<file path="src/rtl/booth_pkg.sv">
// Shared constants, FSM state encoding and radix-4 Booth group codes for the
// sequential Booth multiplier and its partial-product decoder.
package booth_pkg;

  localparam int OP_W     = 16;
  localparam int PP_W     = 17;
  localparam int PROD_W   = 32;
  localparam int N_GROUPS = 8;
  localparam int CNT_W    = $clog2(N_GROUPS);

  typedef enum logic [1:0] {
    IDLE = 2'd0,
    RUN  = 2'd1,
    DONE = 2'd2
  } state_t;

  localparam logic [2:0] CODE_ZERO_P = 3'b000;
  localparam logic [2:0] CODE_PA1    = 3'b001;
  localparam logic [2:0] CODE_PA2    = 3'b010;
  localparam logic [2:0] CODE_P2A    = 3'b011;
  localparam logic [2:0] CODE_M2A    = 3'b100;
  localparam logic [2:0] CODE_MA1    = 3'b101;
  localparam logic [2:0] CODE_MA2    = 3'b110;
  localparam logic [2:0] CODE_ZERO_N = 3'b111;

endpackage

</file>
<file path="src/rtl/booth2_pp_decoder.sv">
// Radix-4 Booth partial-product selector: maps a 3-bit group code onto
// 0, +A, +2A, -2A or -A as a 17-bit two's-complement value.
module booth2_pp_decoder
  import booth_pkg::*;
(
  input  logic [2:0]      i_code,
  input  logic [OP_W-1:0] i_a,
  input  logic [OP_W-1:0] i_neg_a,
  output logic [PP_W-1:0] o_pp
);

  // NOTE: assigning a default before the case keeps every path driven, so no latch is inferred.
  always_comb begin
    o_pp = '0;
    case (i_code)
      CODE_PA1, CODE_PA2: o_pp = {i_a[OP_W-1], i_a};
      CODE_P2A:           o_pp = {i_a, 1'b0};
      CODE_M2A:           o_pp = {i_neg_a, 1'b0};
      CODE_MA1, CODE_MA2: o_pp = {i_neg_a[OP_W-1], i_neg_a};
      default:            o_pp = '0;
    endcase
  end

endmodule

</file>
<file path="src/rtl/booth4_seq_mult_ctrl.sv">
// Iterative 16x16 signed radix-4 Booth multiplier: one group code per cycle
// through a shared decoder, accumulated into a 32-bit product.
module booth4_seq_mult_ctrl
  import booth_pkg::*;
#(
  parameter bit EARLY_TERM = 1'b1
) (
  input  logic              sys_clk,
  input  logic              sys_rst_n,
  input  logic              in_valid,
  output logic              in_ready,
  input  logic [OP_W-1:0]   A,
  input  logic [OP_W-1:0]   B,
  output logic              out_valid,
  input  logic              out_ready,
  output logic [PROD_W-1:0] P,
  output logic              busy,
  input  logic              abort
);

  state_t              r_state, w_next;
  logic [OP_W-1:0]     r_a, r_neg_a;
  logic [PP_W-1:0]     r_b;
  logic [CNT_W-1:0]    r_cnt;
  logic [PROD_W-1:0]   r_acc;
  logic [PP_W-1:0]     w_dec_pp;
  logic [PP_W:0]       w_pp;
  logic [PP_W-1:0]     w_b_shifted;
  logic [PROD_W-1:0]   w_pp_shifted;
  logic                w_accept;
  logic                w_last;

  booth2_pp_decoder u_dec (
    .i_code  (r_b[2:0]),
    .i_a     (r_a),
    .i_neg_a (r_neg_a),
    .o_pp    (w_dec_pp)
  );

  assign w_accept    = in_valid && (r_state == IDLE) && !abort;
  assign w_b_shifted = {{2{r_b[PP_W-1]}}, r_b[PP_W-1:2]};
  assign w_last      = (r_cnt == CNT_W'(N_GROUPS - 1)) ||
                       (EARLY_TERM && ((w_b_shifted == '0) || (&w_b_shifted)));

  // For A = -32768 the 16-bit negA wraps to itself, so +-A and +-2A need 18-bit substitutes.
  always_comb begin
    w_pp = {w_dec_pp[PP_W-1], w_dec_pp};
    if (r_a == 16'h8000) begin
      case (r_b[2:0])
        CODE_P2A:           w_pp = 18'h30000;
        CODE_M2A:           w_pp = 18'h10000;
        CODE_PA1, CODE_PA2: w_pp = 18'h38000;
        CODE_MA1, CODE_MA2: w_pp = 18'h08000;
        default:            w_pp = 18'h00000;
      endcase
    end
  end

  assign w_pp_shifted = {{(PROD_W-PP_W-1){w_pp[PP_W]}}, w_pp} << {r_cnt, 1'b0};

  // NOTE: sequential state uses non-blocking assignments so every register samples pre-edge values.
  always_ff @(posedge sys_clk or negedge sys_rst_n) begin
    if (!sys_rst_n) r_state <= IDLE;
    else            r_state <= w_next;
  end

  always_comb begin
    w_next    = r_state;
    in_ready  = (r_state == IDLE);
    busy      = (r_state == RUN);
    out_valid = (r_state == DONE);
    case (r_state)
      IDLE:    if (w_accept) w_next = RUN;
      RUN:     if (abort) w_next = IDLE;
               else if (w_last) w_next = DONE;
      DONE:    if (abort || out_ready) w_next = IDLE;
      default: w_next = IDLE;
    endcase
  end

  // NOTE: operand registers are reset too; they are few flops, not a memory array.
  always_ff @(posedge sys_clk or negedge sys_rst_n) begin
    if (!sys_rst_n) begin
      r_a     <= '0;
      r_neg_a <= '0;
      r_b     <= '0;
      r_cnt   <= '0;
      r_acc   <= '0;
    end else if (abort && (r_state != IDLE)) begin
      r_cnt <= '0;
      r_acc <= '0;
    end else if (w_accept) begin
      r_a     <= A;
      r_neg_a <= ~A + OP_W'(1);
      r_b     <= {B, 1'b0};
      r_cnt   <= '0;
      r_acc   <= '0;
    end else if (r_state == RUN) begin
      r_acc <= r_acc + w_pp_shifted;
      r_b   <= w_b_shifted;
      r_cnt <= r_cnt + CNT_W'(1);
    end
  end

  assign P = r_acc;

endmodule

</file>
<file path="config.mk">
export PLATFORM = sky130hd
export DESIGN_NAME = booth4_seq_mult_ctrl
export DESIGN_NICKNAME = d
export VERILOG_FILES = /design/src/rtl/booth_pkg.sv /design/src/rtl/booth2_pp_decoder.sv /design/src/rtl/booth4_seq_mult_ctrl.sv
export SDC_FILE = /design/constraint.sdc
export NUM_CORES = 1
export LEC_CHECK = 0
export CAP_MARGIN = 20
export CORE_MARGIN = 2
export CORE_UTILIZATION = 50
export CTS_CLUSTER_DIAMETER = 60
export DETAILED_ROUTE_END_ITERATION = 16
export DONT_BUFFER_PORTS = 1
export HOLD_SLACK_MARGIN = 0.1
export PLACE_DENSITY = 0.69
export SETUP_SLACK_MARGIN = 0.1
export SLEW_MARGIN = 20
export SYNTH_ARGS = -nofsm -noshare
export SYNTH_HDL_FRONTEND = slang
export SYNTH_HIERARCHICAL = 1
export SYNTH_SLANG_ARGS = --single-unit
</file>
<file path="constraint.sdc">
create_clock -name sys_clk -period 4.1 [get_ports sys_clk]
set_input_delay 0.615 -clock sys_clk [delete_from_list [all_inputs] [get_ports sys_clk]]
set_output_delay 0.615 -clock sys_clk [all_outputs]
set_load 0.05 [all_outputs]
</file>
==> flow_metrics.env, run 1 <==
export IMPL_final_net_count=1007
export IMPL_gp_congestion=0.9565
export IMPL_buffer_ports_inserted=0
export IMPL_clock_sinks=85
export IMPL_place_detailed_hpwl_um=14230
export IMPL_power_per_cell_area_mw_per_mm2=851.6
export IMPL_globalRoute_totalOverflow=0
export IMPL_critPathKind="reg2reg"
export IMPL_final_period_minus_worst_setup_slack_ns=4.138
export IMPL_ios=72
export IMPL_die_h_um=122.2
export IMPL_fmax_ghz=0.2417
export IMPL_yosysUniqueCellTypes=70
export IMPL_ys_warn_count=6
export IMPL_largest_net_degree_at_the_start_of_global_routing=86
export IMPL_post_layout_total_power_w=0.007183
export IMPL_seq_power_share=0.264
export IMPL_seq_area_frac_synth=0.3043
export IMPL_h_tree_depth=3
export IMPL_die_width_um=122.2
export IMPL_violations_in_the_final_reports="setup timing"
export IMPL_finalWorstSetupSlack_ns=-0.03811
export IMPL_max_capacitance_violation_count=0
export IMPL_internal_portion_of_total_power_w=0.003666
export IMPL_clk_pin_slew_worst_paths_ns=0.07
export IMPL_critPathLaunchType="flop"
export IMPL_insertedDiodeCount=0
export IMPL_critical_path_max_fanout=5
export IMPL_synth_fp_nets=947
export IMPL_pwr_share_clk=0.110
export IMPL_combPwrFrac=0.626
export IMPL_post_synth_top_area_cell="dfrtp_1"
export IMPL_synth_top_area_share=0.3043
export IMPL_final_cell_mix="nand2_1, buf_4, dfrtp_1"
export IMPL_final_period_utilization=1.009
export IMPL_tritoncts_num_buffers=9
export IMPL_outcome="complete, but fails checks"
export IMPL_num_rows=43
export IMPL_max_slew_margin=0.2664
export IMPL_tightest_slew_ns=1.095
export IMPL_final_antenna_net_count=0
export IMPL_crit_path_cell_chain="buf_6 -> mux2_4 -> mux4_2 -> mux2i_2 -> mux2i_2 -> nand3_1 -> o21ai_1 -> ha_1 -> buf_6 -> nand4_1 -> or4_1 -> nand4b_1 -> a31oi_1 -> xnor2_1 -> a21oi_1 -> o22ai_1"
export IMPL_finalMaxSlewViolations=0
export IMPL_postSynthRegisterBits=85
export IMPL_grt_pass1_vias=6375
export IMPL_report_final_hold_viol_count=0
export IMPL_drtIter0Drc=539
export IMPL_timing_critical_path_required_ns=4.37
export IMPL_max_vdd_ir_drop_mv=0.5743
export IMPL_rsz0062_at_grt="yes"
export IMPL_fin_setup_tns_ns=-0.03811
export IMPL_grt_first_pass_wirelength_um=32170
export IMPL_clock_root_buffer="clkbuf_16"
export IMPL_synthesis_area_mm2=0.006990
export IMPL_synth_top_flop_cell="dfrtp_1"
export IMPL_clkLatencyLatePin_ns=0.36
export IMPL_critPathArrivalTime_ns=4.40
export IMPL_yosys_top_cells_area="dfrtp_1, nand2_1, ha_1"
export IMPL_crit_path_end_kind="flop"
export IMPL_cts_tree="yes"
export IMPL_routed_wire_length_per_instance_um=17.73
export IMPL_detail_route_first_pass_iterations=7
export IMPL_core_area_mm2=0.01377
export IMPL_synth_cells=875
export IMPL_finClkSkew_ns=0.008468
export IMPL_area_growth_synth_to_final_pct=20.67
export IMPL_p_switching_w=0.003517
export IMPL_post_synth_cell_area_avg_um2=7.989
export IMPL_critical_path_max_stage_delay_ns=0.59
export IMPL_asyncSetResetFlopFracSynth=1.000
export IMPL_cts_root_to_sink_buffers=2
export IMPL_critical_path_slowest_cell="or4_1"
export IMPL_layout_core_utilization=0.6125
export IMPL_layout_cells_most_common="nand2_1"
export IMPL_initial_utilization=0.5075
export IMPL_wl_um=19860
export IMPL_detail_route_drc_violations=0
export IMPL_holdCritPathClass="in2async"
export IMPL_p_leak_nw=3.871
export IMPL_ratio_of_cells_with_drive_above_1_in_the_final_layout=0.2223
export IMPL_detailroute_via_count=6774
export IMPL_synth_edf_count=0
export IMPL_design_die_area_mm2=0.01494
export IMPL_final_report_setup_violation_count=1
export IMPL_power_switching_fraction=0.4896
export IMPL_layout_filler_cells=1228
export IMPL_grt_antenna_before_repair=0
export IMPL_drt_vias_per_instance=6.048
export IMPL_track_usage=0.2727
## cells in the mapped netlist, drive strengths merged (19+ instances only)
cell type	n
nand2	168
dfrtp	85
o21ai	76
nor2	57
a21oi	51
clkbuf	42
ha	34
a31oi	27
mux2i	26
xor2	23
a21o	22
xnor2	19
## area by class of cell
class	count	area [um2]	area share
tap	180	225.2	0.02670
multi-input combinational	717	4875	0.5779
clock buffer	12	246.5	0.02922
timing repair buffer	108	870.8	0.1032
inverter	14	52.55	0.006230
clock inverter	4	32.53	0.003856
sequential	85	2133	0.2529
## cell families (layout without fill, tap and decap cells)
logic type,after synthesis,in the layout,synth area share
simple gates,332,332,0.2164
compound gates,266,266,0.2456
flops,85,85,0.3043
buf+inv,73,138,0.04904
xor+xnor,42,42,0.05370
mux,42,42,0.06730
fa+ha+maj,35,35,0.06372
## power by group through the flow
stage / Sequential, W / Clock [W] / Combinational, W
floorplan: 0.00175 / 0 / 0.00270
global placement: 0.00190 / 0 / 0.00385
detailed placement: 0.00191 / 0 / 0.00388
CTS: 0.00188 / 0.000804 / 0.00410
global route: 0.00194 / 0.000834 / 0.00490
finish: 0.00190 / 0.000792 / 0.00449
## registers in the layout, indices dropped and copies added (netlist names)
signal and count:
r_b 17, P 32, r_a 16, r_state 2
r_neg_a 15, r_cnt 3
## routing by layer
| layer | up-vias | routed length, um | track usage |
|---|---|---|---|
| li1 | 3272 | - | - |
| met1 | 3225 | 9069 | 0.3870 |
| met2 | 234 | 8833 | 0.4094 |
| met3 | 43 | 1497 | 0.06041 |
| met4 | 0 | 463 | 0.09626 |
| met5 | - | 0 | 0 |
## per-stage QoR
stage / cells / hold WS, ns / setup WS, ns / area, um2
2_1_floorplan: 875 / 0.3194 / 0.2485 / 6990
3_3_place_gp: 1089 / 0.3226 / -0.2398 / 7646
3_5_place_dp: 1089 / 0.3221 / -0.2532 / 7646
4_1_cts: 1116 / 0.1874 / 0.07476 / 8157
5_1_grt: 1120 / 0.2002 / -0.1416 / 8436
6_report: 1120 / 0.1631 / -0.03811 / 8436
## worst paths after layout
check | depth (start not counted) | from | slack (ns) | to
worst max-delay path | 16 | r_b[1] | -0.04 | P[31]
worst min-delay path | 1 | sys_rst_n | 0.16 | r_b[8]
worst max register to register | 16 | r_b[1] | -0.04 | P[31]
worst min register to register | 2 | r_neg_a[13] | 0.52 | r_neg_a[13]
max in group asynchronous | 1 | sys_rst_n | 3.59 | P[25]
min in group sys_clk | 1 | abort | 0.32 | r_state[1]
## critical path, delay by kind of cell (launching register included)
kind / cells / cell delay [ns]
AO/OA/AOI/OAI: 4 / 0.51
adder cells (fa/ha/maj): 1 / 0.36
multiplexers: 4 / 1.15
AND/OR/NAND/NOR: 4 / 1.03
flip-flops: 1 / 0.52
XOR/XNOR: 1 / 0.22
buffers and inverters: 2 / 0.24
## timing repair
item                                    4_1_cts  5_1_grt
setup buffers                                10        4
endpoints found under the hold margin        85        0
resized for setup                            28       62
hold buffers                                  1        0
endpoints found under the setup margin       16       19
pin swaps                                    19       27
Note: power is estimated with default switching activity, not from simulation.
==> inputs of run 2 (changes only) <==
--- a/config.mk
+++ b/config.mk
@@ -9,8 +9,10 @@
 export CORE_MARGIN = 2
 export CORE_UTILIZATION = 50
 export CTS_CLUSTER_DIAMETER = 60
+export CTS_CLUSTER_SIZE = 8
 export DETAILED_ROUTE_END_ITERATION = 16
 export DONT_BUFFER_PORTS = 1
+export GPL_TIMING_DRIVEN = 0
 export HOLD_SLACK_MARGIN = 0.1
 export PLACE_DENSITY = 0.69
 export SETUP_SLACK_MARGIN = 0.1
==> run 2 against run 1 <==
  * Clock power fell by 3%
  * Critical endpoint unchanged
  * Clock-buffer cell count decreased by 2
  * Die area unchanged
  * Highest routed layer unchanged
  * The flow still finishes with violations (setup timing)
==> flow_metrics.env, run 2 (synthesis results as in run 1) <==
export IMPL_die_width_um=122.2
export IMPL_pwr_share_clk=0.105
export IMPL_gp_congestion=0.9527
export IMPL_p_switching_w=0.003731
export IMPL_fin_setup_tns_ns=-0.2064
export IMPL_outcome="complete, but fails checks"
export IMPL_violations_in_the_final_reports="setup timing"
export IMPL_max_vdd_ir_drop_mv=0.6266
export IMPL_cts_tree="yes"
export IMPL_detail_route_drc_violations=0
export IMPL_critical_path_endpoint="P[31]"
export IMPL_ios=72
export IMPL_crit_path_end_kind="flop"
export IMPL_detailroute_via_count=6912
export IMPL_seq_power_share=0.256
export IMPL_max_ffs_per_register=32
export IMPL_core_area_mm2=0.01377
export IMPL_track_usage=0.2879
export IMPL_final_antenna_net_count=0
export IMPL_worst_r2r_endpoint="P[31]"
export IMPL_finalWorstSetupSlack_ns=-0.1261
export IMPL_final_period_minus_worst_setup_slack_ns=4.226
export IMPL_rsz0062_at_grt="yes"
export IMPL_largest_net_degree_at_the_start_of_global_routing=86
export IMPL_critPathLaunchType="flop"
export IMPL_finish_cell_count_without_fillers=1112
export IMPL_insertedDiodeCount=0
export IMPL_area_growth_synth_to_final_pct=21.28
export IMPL_clock_root_buffer="clkbuf_16"
export IMPL_critPathKind="reg2reg"
export IMPL_placedCellCount=1055
export IMPL_grt_first_pass_wirelength_um=33750
export IMPL_worst_hold_slack_ns=0.1641
export IMPL_power_per_cell_area_mw_per_mm2=869.0
export IMPL_design_die_area_mm2=0.01494
export IMPL_critPathArrivalTime_ns=4.46
export IMPL_final_report_setup_violation_count=4
export IMPL_drt_vias_per_instance=6.216
export IMPL_tritoncts_num_buffers=9
export IMPL_drtIter0Drc=650
export IMPL_max_capacitance_violation_count=0
export IMPL_max_slew_margin=0.2693
export IMPL_combPwrFrac=0.639
export IMPL_wl_um=21570
export IMPL_clkLatencyLatePin_ns=0.36
export IMPL_final_cell_mix="nand2_1, dfrtp_1, o21ai_0"
export IMPL_finClkSkew_ns=0.006798
export IMPL_placedInstanceArea_mm2=0.007216
export IMPL_timing_critical_path_required_ns=4.33
export IMPL_fmax_ghz=0.2366
export IMPL_place_detailed_hpwl_um=14930
export IMPL_report_final_hold_viol_count=0
export IMPL_critical_path_startpoint="r_b[1]"
export IMPL_layout_filler_cells=1231
export IMPL_r2r_slack_ns=-0.13
export IMPL_crit_reg2reg_launch="r_b[1]"
export IMPL_ff2ff_path_depth=20
export IMPL_tightest_slew_ns=1.094
export IMPL_ratio_of_cells_with_drive_above_1_in_the_final_layout=0.2039
export IMPL_globalRoute_totalOverflow=0
export IMPL_design_area_mm2=0.008478
export IMPL_grt_pass1_vias=6377
export IMPL_power_switching_fraction=0.5064
export IMPL_routed_wire_length_per_instance_um=19.39
export IMPL_critical_path_max_fanout=6
export IMPL_clock_sinks=85
export IMPL_holdCritPathClass="in2async"
export IMPL_final_net_count=1000
export IMPL_final_period_utilization=1.031
export IMPL_grt_antenna_before_repair=0
export IMPL_internal_portion_of_total_power_w=0.003636
export IMPL_initial_utilization=0.5075
export IMPL_clk_pin_slew_worst_paths_ns=0.07
export IMPL_p_leak_nw=3.754
export IMPL_h_tree_depth=3
export IMPL_layout_cells_most_common="nand2_1"
export IMPL_buffer_ports_inserted=0
export IMPL_die_h_um=122.2
export IMPL_num_rows=43
export IMPL_finalMaxSlewViolations=0
export IMPL_detail_route_first_pass_iterations=5
export IMPL_cts_root_to_sink_buffers=2
-- run 2: cell count changes in the layout (fill, tap and decap cells not counted), moves of 5 or more --
cell / change
ha_1: -5
clkbuf_1: +28
a21oi_1: -5
clkbuf_2: +6
buf_4: -55
-- run 2: power groups by stage --
stage	Combinational [W]	Clock, W	Sequential (W)
detailed placement	0.00339	0	0.00187
floorplan	0.00270	0	0.00175
global route	0.00505	0.000813	0.00193
CTS	0.00414	0.000779	0.00187
global placement	0.00338	0	0.00187
finish	0.00471	0.000772	0.00188
-- run 2: repair_timing --
item,in CTS,in global routing
hold buffers,1,0
hold endpoints to repair,85,0
gates resized for setup,101,54
setup endpoints to repair,21,20
cloned,3,0
buffers inserted,25,15
pin swaps,32,27
-- run 2: worst min-delay path by stage --
stage | startpoint | to | cells past startpoint
CTS | sys_rst_n | r_b[5] | 1
global route | sys_rst_n | r_state[1] | 1
floorplan | sys_rst_n | P[0] | 0
finish | sys_rst_n | r_state[1] | 1
global placement | sys_rst_n | r_b[7] | 0
detailed placement | sys_rst_n | r_b[5] | 0
-- run 2: metrics by stage --
stage | worst slack, ns | power, W | utilization
6_report | -0.1261 | 0.007368 | 0.6156
5_1_grt | -0.2234 | 0.007793 | 0.6156
4_1_cts | 0.002279 | 0.006792 | 0.5906
3_5_place_dp | -0.6242 | 0.005265 | 0.5239
3_3_place_gp | -0.6691 | 0.005241 | 0.5239
2_1_floorplan | 0.2485 | 0.004454 | -
-- run 2: area by class of cell --
cell class	instances	area, um2	share of cell area
Buffer	57	339.1	0.03999
Inverter	14	52.55	0.006198
Tap cell	180	225.2	0.02656
Sequential cell	85	2131	0.2513
Clock inverter	5	36.28	0.004280
Clock buffer	10	229.0	0.02701
Timing Repair Buffer	44	397.9	0.04693
Multi-Input combinational cell	717	5067	0.5977
-- run 2: routing by layer --
metal,up-vias,share of wire,GRT usage
li1,3266,-,-
met4,0,0.020,0.08261
met2,305,0.44,0.4288
met5,-,0,0
met3,46,0.081,0.04693
met1,3295,0.45,0.4301
-- run 2: critical path, stage by stage (launching register included) --
cell and delay, ns:
dfrtp_1 0.41, buf_6 0.16, buf_12 0.15, buf_8 0.13
and2_4 0.17, a221oi_4 0.25, a31oi_2 0.09, mux2_4 0.33
mux2i_4 0.18, nor2_2 0.07, a31oi_1 0.16, nor2_1 0.07
ha_1 0.33, and4_4 0.25, o2111ai_4 0.16, or4_1 0.43
nand4b_1 0.16, a31oi_4 0.13, xnor2_2 0.25, buf_4 0.16
o22ai_1 0.06
